[src/rtl/jtbubl_pal_pkg.sv]
// Shared definitions for the palette RAM port controller: FSM encoding,
// colour channel bit ranges inside a 16-bit entry, byte lane indices.
package jtbubl_pal_pkg;

    typedef enum logic [2:0] {
        ST_CLR  = 3'd0,
        ST_IDLE = 3'd1,
        ST_RD   = 3'd2,
        ST_WT   = 3'd3,
        ST_WR   = 3'd4
    } pal_state_e;

    localparam int R_MSB = 7;
    localparam int R_LSB = 4;
    localparam int G_MSB = 3;
    localparam int G_LSB = 0;
    localparam int B_MSB = 15;
    localparam int B_LSB = 12;

    localparam int LANE_EVEN = 0;
    localparam int LANE_ODD  = 1;

    // Brightness scale of one 4-bit channel: (c * (lvl+1)) >> 4 on a 9-bit product.
    function automatic logic [3:0] scale_nib(input logic [3:0] c, input logic [3:0] lvl);
        logic [8:0] prod;
        prod = {5'd0, c} * ({5'd0, lvl} + 9'd1);
        return prod[7:4];
    endfunction

endpackage

[src/rtl/jtbubl_pal_ctrl_if.sv]
// CPU-side palette bus: master is the CPU decode logic, slave is the controller.
interface jtbubl_pal_ctrl_if #(
    parameter int AW = 8
) ();
    logic          cpu_cs;
    logic          cpu_rnw;
    logic [AW:0]   cpu_addr;
    logic [7:0]    cpu_dout;
    logic [7:0]    cpu_din;
    logic          cpu_wait;

    modport master (
        output cpu_cs, cpu_rnw, cpu_addr, cpu_dout,
        input  cpu_din, cpu_wait
    );

    modport slave (
        input  cpu_cs, cpu_rnw, cpu_addr, cpu_dout,
        output cpu_din, cpu_wait
    );
endinterface

[src/rtl/jtbubl_pal_scale.sv]
// Combinational fade of one palette entry: R/G/B nibbles scaled by the
// brightness level, bits [11:8] passed through.
module jtbubl_pal_scale
    import jtbubl_pal_pkg::*;
(
    input  logic [15:0] entry,
    input  logic [3:0]  lvl,
    output logic [15:0] scaled
);

    // Scale each colour channel; everything else is copied.
    always_comb begin
        scaled                = entry;
        scaled[R_MSB:R_LSB]   = scale_nib(entry[R_MSB:R_LSB], lvl);
        scaled[G_MSB:G_LSB]   = scale_nib(entry[G_MSB:G_LSB], lvl);
        scaled[B_MSB:B_LSB]   = scale_nib(entry[B_MSB:B_LSB], lvl);
    end

endmodule

[src/rtl/jtbubl_pal_ctrl.sv]
// Palette RAM write/read port owner: power-on clear, CPU byte accesses and a
// read-modify-write fade engine, all sharing one registered RAM port.
module jtbubl_pal_ctrl
    import jtbubl_pal_pkg::*;
#(
    parameter int          AW      = 8,
    parameter bit          CLR_EN  = 1'b1,
    parameter logic [15:0] CLR_VAL = 16'h0000
) (
    input  logic              clk,
    input  logic              rst,
    jtbubl_pal_ctrl_if.slave  cpu,
    output logic [AW-1:0]     ram_addr,
    output logic [15:0]       ram_din,
    output logic [1:0]        ram_we,
    input  logic [15:0]       ram_q,
    input  logic              fade_start,
    input  logic [3:0]        fade_level,
    output logic              fade_busy,
    output logic              fade_done
);

    localparam logic [AW-1:0] IDX_LAST = {AW{1'b1}};
    localparam logic [AW-1:0] IDX_ZERO = {AW{1'b0}};
    localparam logic [AW-1:0] IDX_ONE  = {{(AW-1){1'b0}}, 1'b1};
    localparam pal_state_e    ST_RST   = CLR_EN ? ST_CLR : ST_IDLE;

    pal_state_e    state_q,    state_d;
    logic [AW-1:0] idx_q,      idx_d;
    logic [3:0]    lvl_q,      lvl_d;
    logic [15:0]   entry_q,    entry_d;
    logic [AW-1:0] ram_addr_q, ram_addr_d;
    logic [15:0]   ram_din_q,  ram_din_d;
    logic [1:0]    ram_we_q,   ram_we_d;
    logic          cpu_wait_q, cpu_wait_d;
    logic [7:0]    cpu_din_q,  cpu_din_d;
    logic          rd_pend_q,  rd_pend_d;
    logic          lane_q,     lane_d;
    logic          busy_q,     busy_d;
    logic          done_q,     done_d;

    logic          cpu_hit_s;
    logic          cpu_wr_idx_s;
    logic [15:0]   scaled_s;

    jtbubl_pal_scale u_scale (
        .entry  (entry_q),
        .lvl    (lvl_q),
        .scaled (scaled_s)
    );

    // Next-state logic: the CPU claims the port first, the FSM fills in the rest.
    always_comb begin
        state_d    = state_q;
        idx_d      = idx_q;
        lvl_d      = lvl_q;
        entry_d    = entry_q;
        ram_addr_d = ram_addr_q;
        ram_din_d  = ram_din_q;
        ram_we_d   = 2'b00;
        cpu_wait_d = 1'b0;
        rd_pend_d  = 1'b0;
        lane_d     = lane_q;
        busy_d     = busy_q;
        done_d     = 1'b0;

        cpu_hit_s    = cpu.cpu_cs && (state_q != ST_CLR);
        cpu_wr_idx_s = cpu_hit_s && !cpu.cpu_rnw && (cpu.cpu_addr[AW:1] == idx_q);

        if (rd_pend_q) begin
            cpu_din_d = (lane_q == 1'(LANE_ODD)) ? ram_q[15:8] : ram_q[7:0];
        end else begin
            cpu_din_d = cpu_din_q;
        end

        if (cpu_hit_s) begin
            ram_addr_d = cpu.cpu_addr[AW:1];
            if (cpu.cpu_rnw) begin
                rd_pend_d = 1'b1;
                lane_d    = cpu.cpu_addr[0];
            end else begin
                ram_din_d                  = {cpu.cpu_dout, cpu.cpu_dout};
                ram_we_d[cpu.cpu_addr[0]]  = 1'b1;
            end
        end else begin
            ram_addr_d = ram_addr_q;
        end

        case (state_q)
            ST_CLR: begin
                cpu_wait_d = 1'b1;
                ram_addr_d = idx_q;
                ram_din_d  = CLR_VAL;
                ram_we_d   = 2'b11;
                if (idx_q == IDX_LAST) begin
                    idx_d      = IDX_ZERO;
                    state_d    = ST_IDLE;
                    cpu_wait_d = 1'b0;
                end else begin
                    idx_d = idx_q + IDX_ONE;
                end
            end
            ST_IDLE: begin
                if (fade_start) begin
                    lvl_d   = fade_level;
                    idx_d   = IDX_ZERO;
                    busy_d  = 1'b1;
                    state_d = ST_RD;
                end else begin
                    state_d = ST_IDLE;
                end
            end
            ST_RD: begin
                if (cpu_hit_s) begin
                    state_d = ST_RD;
                end else begin
                    ram_addr_d = idx_q;
                    state_d    = ST_WT;
                end
            end
            // ram_q is only trusted when no CPU access interleaved with the read.
            ST_WT: begin
                if (cpu_hit_s) begin
                    state_d = ST_RD;
                end else begin
                    entry_d = ram_q;
                    state_d = ST_WR;
                end
            end
            ST_WR: begin
                if (cpu_wr_idx_s) begin
                    state_d = ST_RD;
                end else if (cpu_hit_s) begin
                    state_d = ST_WR;
                end else begin
                    ram_addr_d = idx_q;
                    ram_din_d  = scaled_s;
                    ram_we_d   = 2'b11;
                    if (idx_q == IDX_LAST) begin
                        idx_d   = IDX_ZERO;
                        busy_d  = 1'b0;
                        done_d  = 1'b1;
                        state_d = ST_IDLE;
                    end else begin
                        idx_d   = idx_q + IDX_ONE;
                        state_d = ST_RD;
                    end
                end
            end
            default: begin
                state_d = ST_IDLE;
            end
        endcase
    end

    // State and output registers.
    always_ff @(posedge clk or posedge rst) begin
        if (rst) begin
            state_q    <= ST_RST;
            idx_q      <= IDX_ZERO;
            lvl_q      <= 4'd0;
            entry_q    <= 16'h0000;
            ram_addr_q <= IDX_ZERO;
            ram_din_q  <= 16'h0000;
            ram_we_q   <= 2'b00;
            cpu_wait_q <= CLR_EN;
            cpu_din_q  <= 8'h00;
            rd_pend_q  <= 1'b0;
            lane_q     <= 1'b0;
            busy_q     <= 1'b0;
            done_q     <= 1'b0;
        end else begin
            state_q    <= state_d;
            idx_q      <= idx_d;
            lvl_q      <= lvl_d;
            entry_q    <= entry_d;
            ram_addr_q <= ram_addr_d;
            ram_din_q  <= ram_din_d;
            ram_we_q   <= ram_we_d;
            cpu_wait_q <= cpu_wait_d;
            cpu_din_q  <= cpu_din_d;
            rd_pend_q  <= rd_pend_d;
            lane_q     <= lane_d;
            busy_q     <= busy_d;
            done_q     <= done_d;
        end
    end

    assign ram_addr     = ram_addr_q;
    assign ram_din      = ram_din_q;
    assign ram_we       = ram_we_q;
    assign cpu.cpu_din  = cpu_din_q;
    assign cpu.cpu_wait = cpu_wait_q;
    assign fade_busy    = busy_q;
    assign fade_done    = done_q;

endmodule
[src/flat_wrapper.sv]
// flat-port wrapper written by rule: the top's interface ports become plain ports
module jtbubl_pal_ctrl_flat import jtbubl_pal_pkg::*;
#(
    parameter int          AW      = 8,
    parameter bit          CLR_EN  = 1'b1,
    parameter logic [15:0] CLR_VAL = 16'h0000
)
  (clk, rst, ram_addr, ram_din, ram_we, ram_q, fade_start, fade_level, fade_busy, fade_done, cpu_cpu_cs, cpu_cpu_rnw, cpu_cpu_addr, cpu_cpu_dout, cpu_cpu_din, cpu_cpu_wait);
  jtbubl_pal_ctrl_if #(.AW(AW)) cpu_i ();
  input  logic clk;
  input  logic rst;
  output logic [AW-1:0] ram_addr;
  output logic [15:0] ram_din;
  output logic [1:0] ram_we;
  input  logic [15:0] ram_q;
  input  logic fade_start;
  input  logic [3:0] fade_level;
  output logic fade_busy;
  output logic fade_done;
  input wire logic [$bits(cpu_i.cpu_cs)-1:0] cpu_cpu_cs;
  input wire logic [$bits(cpu_i.cpu_rnw)-1:0] cpu_cpu_rnw;
  input wire logic [$bits(cpu_i.cpu_addr)-1:0] cpu_cpu_addr;
  input wire logic [$bits(cpu_i.cpu_dout)-1:0] cpu_cpu_dout;
  output wire logic [$bits(cpu_i.cpu_din)-1:0] cpu_cpu_din;
  output wire logic [$bits(cpu_i.cpu_wait)-1:0] cpu_cpu_wait;
  assign cpu_i.cpu_cs = cpu_cpu_cs;
  assign cpu_i.cpu_rnw = cpu_cpu_rnw;
  assign cpu_i.cpu_addr = cpu_cpu_addr;
  assign cpu_i.cpu_dout = cpu_cpu_dout;
  assign cpu_cpu_din = cpu_i.cpu_din;
  assign cpu_cpu_wait = cpu_i.cpu_wait;
  jtbubl_pal_ctrl #(.AW(AW), .CLR_EN(CLR_EN), .CLR_VAL(CLR_VAL)) u_core (.clk(clk), .rst(rst), .cpu(cpu_i), .ram_addr(ram_addr), .ram_din(ram_din), .ram_we(ram_we), .ram_q(ram_q), .fade_start(fade_start), .fade_level(fade_level), .fade_busy(fade_busy), .fade_done(fade_done));
endmodule
[config.mk]
export PLATFORM = sky130hd
export DESIGN_NAME = jtbubl_pal_ctrl_flat
export DESIGN_NICKNAME = d
export VERILOG_FILES = /design/src/rtl/jtbubl_pal_pkg.sv /design/src/rtl/jtbubl_pal_ctrl_if.sv /design/src/rtl/jtbubl_pal_scale.sv /design/src/rtl/jtbubl_pal_ctrl.sv /design/src/flat_wrapper.sv
export SDC_FILE = /design/constraint.sdc
export NUM_CORES = 1
export LEC_CHECK = 0
export CAP_MARGIN = 20
export CORE_AREA = 2 2 102 104
export CTS_BUF_LIST = sky130_fd_sc_hd__clkbuf_16
export DETAILED_ROUTE_END_ITERATION = 7
export DIE_AREA = 0 0 104 106
export GPL_ROUTABILITY_DRIVEN = 0
export PLACE_DENSITY = 0.85
export SKIP_CTS_REPAIR_TIMING = 1
export SLEW_MARGIN = 15
export SYNTH_ARGS = -nofsm -noshare
export SYNTH_HDL_FRONTEND = slang
export SYNTH_SLANG_ARGS = --single-unit
[constraint.sdc]
create_clock -name clk -period 3.1 [get_ports clk]
set_clock_uncertainty 0.05 [all_clocks]
set_input_delay 0.465 -clock clk [delete_from_list [all_inputs] [get_ports clk]]
set_output_delay 0.465 -clock clk [all_outputs]
set_load 0.02 [all_outputs]
==> flow_summary.json <==
{
  "status": "complete, but fails checks",
  "violations": "setup timing",
  "grt_pass1_vias": 4043,
  "fp.dieH_um": 106,
  "max_cap_violations": 0,
  "crit_slowest_cell": "fa_1",
  "grt_use_total_pct": 22.1,
  "drtAntennaViolNets": 0,
  "mostFrequentLayoutCells": "clkdlybuf4s50_1 (78), dfrtp_1 (67), nand2_1 (51)",
  "cpMostUsedCell": "fa_1",
  "power_uw": 8070,
  "final_layout_size_suffix_gt1_share_pct": 16.0,
  "crit_fanout": 6,
  "synth_nets": 574,
  "ios": 79,
  "synth_top_area_share_pct": 36.4,
  "yosysWarningCount": 0,
  "finalSetupViolCount": 12,
  "regArea_um2": 1760,
  "finalHoldViolations": 0,
  "drc": 0,
  "fin_cells": 719,
  "htreeDepth": 3,
  "drtPass1Iterations": 5,
  "coreArea_um2": 10000,
  "fillCellCount": 800,
  "placedCellCount": 700,
  "peakVddDrop_v": 0.000557,
  "diodes": 0,
  "nets": 664,
  "overflow": 0,
  "rsz0062_at_grt": "yes",
  "viasPerCell": 5.58,
  "final_common_cell": "clkdlybuf4s50_1",
  "initial_utilization_pct": 47.4,
  "period_needed_ps": 3390,
  "dp_slack_ps": -246,
  "cp.required_ps": 3250,
  "whs_ps": 457,
  "leakage_uw": 0.00270,
  "p_int_uw": 4560,
  "tightest_slew_ps": 741,
  "clockRootBuffer": "clkbuf_16",
  "endpoint_kind": "flop",
  "avgSynthCellArea_um2": 9.71,
  "insertion_delay_ps": 340,
  "yosysSeqAreaShare_pct": 37.0,
  "crit_chain": "ha_4 > xor2_4 > buf_6 > nand2_1 > fa_1 > inv_1 > fa_1 > ha_1 > nand4_1 > o21bai_1 > buf_4 > xnor2_1 > o22ai_1",
  "synth-async-reset-ratio_pct": 100,
  "pwr-share-comb_pct": 64.8,
  "cts_tree": "yes",
  "routed_wl_um": 12200,
  "period_share_pct": 110,
  "switchingPower_uw": 3500,
  "clockBufferDepth": 2,
  "initialDrtViolationCount": 300,
  "sw_frac_of_total_pct": 43.4,
  "ys_ff_latch": 70,
  "numCtsBuffers": 9,
  "grt_antenna_before_repair": 0,
  "dieWidth_um": 104,
  "path_clk_slew_ps": 60,
  "hpwl_um": 8870,
  "area_delta_synth_final_pct": 31.6,
  "vias": 4012,
  "grt_max_degree": 37,
  "slew_headroom_pct": 50.5,
  "clkPwrFrac_pct": 12.7,
  "crit_arrival_ps": 3540,
  "cts_sinks": 70,
  "synth_cells": 488,
  "synth_top_cells_by_area": "dfrtp_1 (36%), ha_1 (7.7%), fa_1 (6.3%), mux2i_1 (5.1%), mux2_2 (4.3%)",
  "dieArea_um2": 11000,
  "power_density_nw_per_um2": 1290,
  "io_buffers": 78,
  "syn-cell-area_um2": 4740,
  "crit_type": "flop to flop",
  "start_kind": "flop",
  "grt_pass1_wl_um": 19600,
  "hold_path_class": "flop to flop",
  "slew_viol_final": 0,
  "power_frac_seq_pct": 22.6,
  "fin_ws_ps": -295,
  "rows": 37,
  "wl_per_cell_um": 16.9,
  "critPathMaxStageDelay_ps": 490,
  "synth_top_flop_cell": "dfrtp_1",
  "synth_cell_types": 49,
  "yosys.area.top_type": "dfrtp_1",
  "multi_input_area_um2": 2940,
  "synth-edff-count": 0,
  "fmax_ghz": 0.295
}
==> cell usage after synthesis (4+ instances only) <==
| cell | n |
|---|---|
| nor3_1 | 4 |
| a2bb2o_1 | 5 |
| nand2b_1 | 6 |
| xor2_1 | 11 |
| nand4_1 | 4 |
| ha_1 | 29 |
| nand3_1 | 13 |
| mux2i_1 | 24 |
| and2_1 | 31 |
| inv_1 | 24 |
| nor2_1 | 27 |
| xnor2_1 | 19 |
| o21ai_0 | 28 |
| o22ai_1 | 15 |
| o21bai_1 | 4 |
| a21oi_1 | 21 |
| nand2_1 | 53 |
| nor2b_1 | 5 |
| dfrtp_1 | 69 |
| clkbuf_1 | 16 |
| mux2_2 | 18 |
| fa_1 | 15 |
| buf_2 | 7 |
==> critical path, delay by kind of cell, from the launching register on <==
| family | cells | cell delay, ps |
|---|---|---|
| simple gates | 2 | 260 |
| xor+xnor | 2 | 310 |
| buf+inv | 3 | 390 |
| compound gates | 2 | 380 |
| fa+ha+maj | 4 | 1440 |
| flops | 1 | 440 |
==> power groups by stage <==
stage	Combinational (uW)	Clock, uW	Sequential, uW
final	5220	1020	1820
after global routing	5670	1060	1880
after CTS	4990	1030	1790
after detailed placement	4910	0	1800
after global placement	4620	0	1780
after floorplan	3230	0	1840
==> worst paths after layout <==
path	start	endpoint	slack [ps]	cells past startpoint
max in group asynchronous	rst	u_core.cpu.cpu_wait	1780	3
min in group asynchronous	rst	u_core.ram_addr[2]	530	2
min reg2reg	u_core.entry_q[10]	u_core.entry_q[10]	460	1
max reg2reg	u_core.lvl_q[0]	u_core.ram_din[12]	-290	13
min	u_core.entry_q[10]	u_core.entry_q[10]	460	1
max	u_core.lvl_q[0]	u_core.ram_din[12]	-290	13
==> per-stage QoR <==
| stage | cell area (um2) | util (%) | TNS (ps) |
|---|---|---|---|
| floorplan | 4860 | - | -265 |
| global placement | 5860 | 58.6 | -739 |
| detailed placement | 5860 | 58.6 | -1850 |
| CTS | 6150 | 61.5 | -2790 |
| global route | 6240 | 62.4 | -3670 |
| finish | 6240 | 62.4 | -2470 |
==> flip-flops by register name (all words and copies together), names as in the netlist, 2 cells and up <==
| signal | cells |
|---|---|
| u_core.cpu.cpu_din | 8 |
| u_core.entry_q | 16 |
| u_core.idx_q | 8 |
| u_core.lvl_q | 4 |
| u_core.ram_addr | 8 |
| u_core.ram_din | 16 |
| u_core.ram_we | 2 |
| u_core.state_q | 3 |
==> routing by layer <==
metal	vias up	track usage, %	share of wire [%]
met4	0	11.5	3.2
met3	37	3.25	5.3
met5	-	0	0
li1	1864	-	-
met1	1947	29.5	44
met2	164	35.2	47
==> cell families (layout without fill, tap and decap cells) <==
group,count (synthesis),count (layout),share of synthesized area (%)
simple gates,161,161,17.5
compound gates,88,88,11.5
flops,70,70,37.0
buf+inv,49,144,4.22
fa+ha+maj,45,45,14.2
mux,45,45,10.1
xor+xnor,30,30,5.55
==> final cells by class <==
class,count,share of cell area (%)
inverter,24,1.44
timing repair buffer,104,16.0
multi-input combinational,369,47.1
sequential,70,28.1
tap,136,2.73
clock buffer,9,3.61
clock inverter,7,1.04
Power figures use the tool's default switching activity.
==> RTL edit (same flow settings) <==
`AW` is set to 8 in 3 places; all go to 9.
--- a/src/rtl/jtbubl_pal_ctrl_if.sv
+++ b/src/rtl/jtbubl_pal_ctrl_if.sv
@@ -1,6 +1,6 @@
 // CPU-side palette bus: master is the CPU decode logic, slave is the controller.
 interface jtbubl_pal_ctrl_if #(
-    parameter int AW = 8
+    parameter int AW = 9
 ) ();
     logic          cpu_cs;
     logic          cpu_rnw;
--- a/src/rtl/jtbubl_pal_ctrl.sv
+++ b/src/rtl/jtbubl_pal_ctrl.sv
@@ -3,7 +3,7 @@
 module jtbubl_pal_ctrl
     import jtbubl_pal_pkg::*;
 #(
-    parameter int          AW      = 8,
+    parameter int          AW      = 9,
     parameter bit          CLR_EN  = 1'b1,
     parameter logic [15:0] CLR_VAL = 16'h0000
 ) (
--- a/src/flat_wrapper.sv
+++ b/src/flat_wrapper.sv
@@ -1,7 +1,7 @@
 // flat-port wrapper written by rule: the top's interface ports become plain ports
 module jtbubl_pal_ctrl_flat import jtbubl_pal_pkg::*;
 #(
-    parameter int          AW      = 8,
+    parameter int          AW      = 9,
     parameter bit          CLR_EN  = 1'b1,
     parameter logic [15:0] CLR_VAL = 16'h0000
 )
Interface: changed (resized cpu_cpu_addr and ram_addr); port bits go from 79 to 81. No check against the original RTL was run, so the function may have changed too.
==> RTL edit against the original RTL <==
The flow still finishes with violations (negative setup slack); sequential cell count up 2; combinational power grew 4.6%; design area is 1.6% higher; first-iteration DRC count shrank 0.67%; die area did not move; power rose by 4.0%; routed wire length down 0.70%; area after synthesis rose by 1.1%; maximum frequency fell by 4.7%; synthesized cell count down 2.9%; worst setup slack got worse by 0.17 ns; highest routed layer unchanged.
==> RTL edit: results (changes against the original RTL) <==
hold_depth: 2  # +1
arrival_ns: 3.76  # +0.22 ns
place_ws_ns: -0.371  # -0.124 ns
holdWs_ns: 0.451  # -0.00570 ns
dp_cells: 691  # -1.3%
wire_per_inst_um: 17.1  # +0.70%
stdcell_count: 709  # -1.4%
status: "finished with violations"
dp_hpwl_um: 8790  # -0.88%
finalWorstSetupSlack_ns: -0.464  # -0.169 ns
setup_tns_ns: -3.87  # -1.40 ns
seq_area_frac_synth_pct: 37.6  # +0.64 points
synth_nets: 562  # -2.1%
firstDrtPassIters: 8  # +3
grt_pass1_vias: 4041  # -0.049%
grt_pass1_wl_um: 19700  # +0.63%
rr_endpoint: "u_core.ram_din[6]"
track_usage_pct: 22.3  # +0.12 points
slew_headroom_pct: 59.8  # +9.3 points
min-delay-start: "u_core.ram_addr[8]"
viasPerCell: 5.54  # -0.76%
violations: "negative setup slack"
p_leak_uw: 0.00281  # +4.3%
switching_share_pct: 43.4  # -0.044 points
first_iter_violations: 298  # -0.67%
vdd_drop_max_v: 0.000582  # +4.5%
grt_start_max_net_pins: 46  # +24%
setup_viol: 12  # unchanged
postSynthAreaPerCell_sq_um: 10.1  # +4.1%
synth_common_cells: "71 x dfrtp_1, 42 x nand2_1, 32 x inv_1"
holdPathEnd: "u_core.ram_addr[8]"
drive_above_1_share_pct: 19.5  # +3.6 points
powerClk_uw: 1070  # +5%
dpl-instance-area_sq_um: 5910  # +0.79%
-- RTL edit: logic make-up (layout without fill, tap and decap cells) --
| logic type | after synthesis | count (layout) | synth area share (%) |
|---|---|---|---|
| simple gates | 154 | 154 | 17.4 |
| compound gates | 83 | 83 | 11.9 |
| flops | 72 | 72 | 37.6 |
| buf+inv | 54 | 153 | 5.28 |
| fa+ha+maj | 46 | 46 | 14.3 |
| mux | 36 | 36 | 8.07 |
| xor+xnor | 29 | 29 | 5.46 |
-- RTL edit: worst max-delay path by stage --
stage	start	endpoint
2_1_floorplan	u_core.lvl_q[1]	u_core.ram_din[15]
3_3_place_gp	u_core.lvl_q[1]	u_core.ram_din[7]
3_5_place_dp	u_core.lvl_q[0]	u_core.ram_din[7]
4_1_cts	u_core.lvl_q[0]	u_core.ram_din[7]
5_1_grt	u_core.lvl_q[0]	u_core.ram_din[6]
6_report	u_core.lvl_q[0]	u_core.ram_din[6]
-- RTL edit: final cells by class --
type / instances / area (sq um)
clock inverters: 6 / 76.3
inverters: 32 / 120
fillers: 795 / 3660
repair buffers: 106 / 1010
multi-input cells: 348 / 2920
well taps: 136 / 170
clock buffers: 9 / 225
flip-flops and latches: 72 / 1810
-- RTL edit: per-layer routing --
layer	global-route usage, %	up-vias	share of wire [%]
li1	-	1830	-
met1	29.1	1913	44
met2	37.0	156	48
met3	3.80	27	5.9
met4	8.78	0	2.4
met5	0	-	0
-- RTL edit: worst max-delay path, stage by stage, from the launching register on --
cell,delay [ns]
dfrtp_2,0.44
ha_4,0.19
xor2_4,0.16
buf_6,0.14
and2_4,0.13
fa_1,0.50
inv_1,0.05
fa_1,0.49
inv_2,0.05
ha_4,0.27
nand4b_1,0.17
o2111ai_2,0.28
buf_4,0.17
xor2_1,0.16
nor2_1,0.07
a211oi_2,0.15
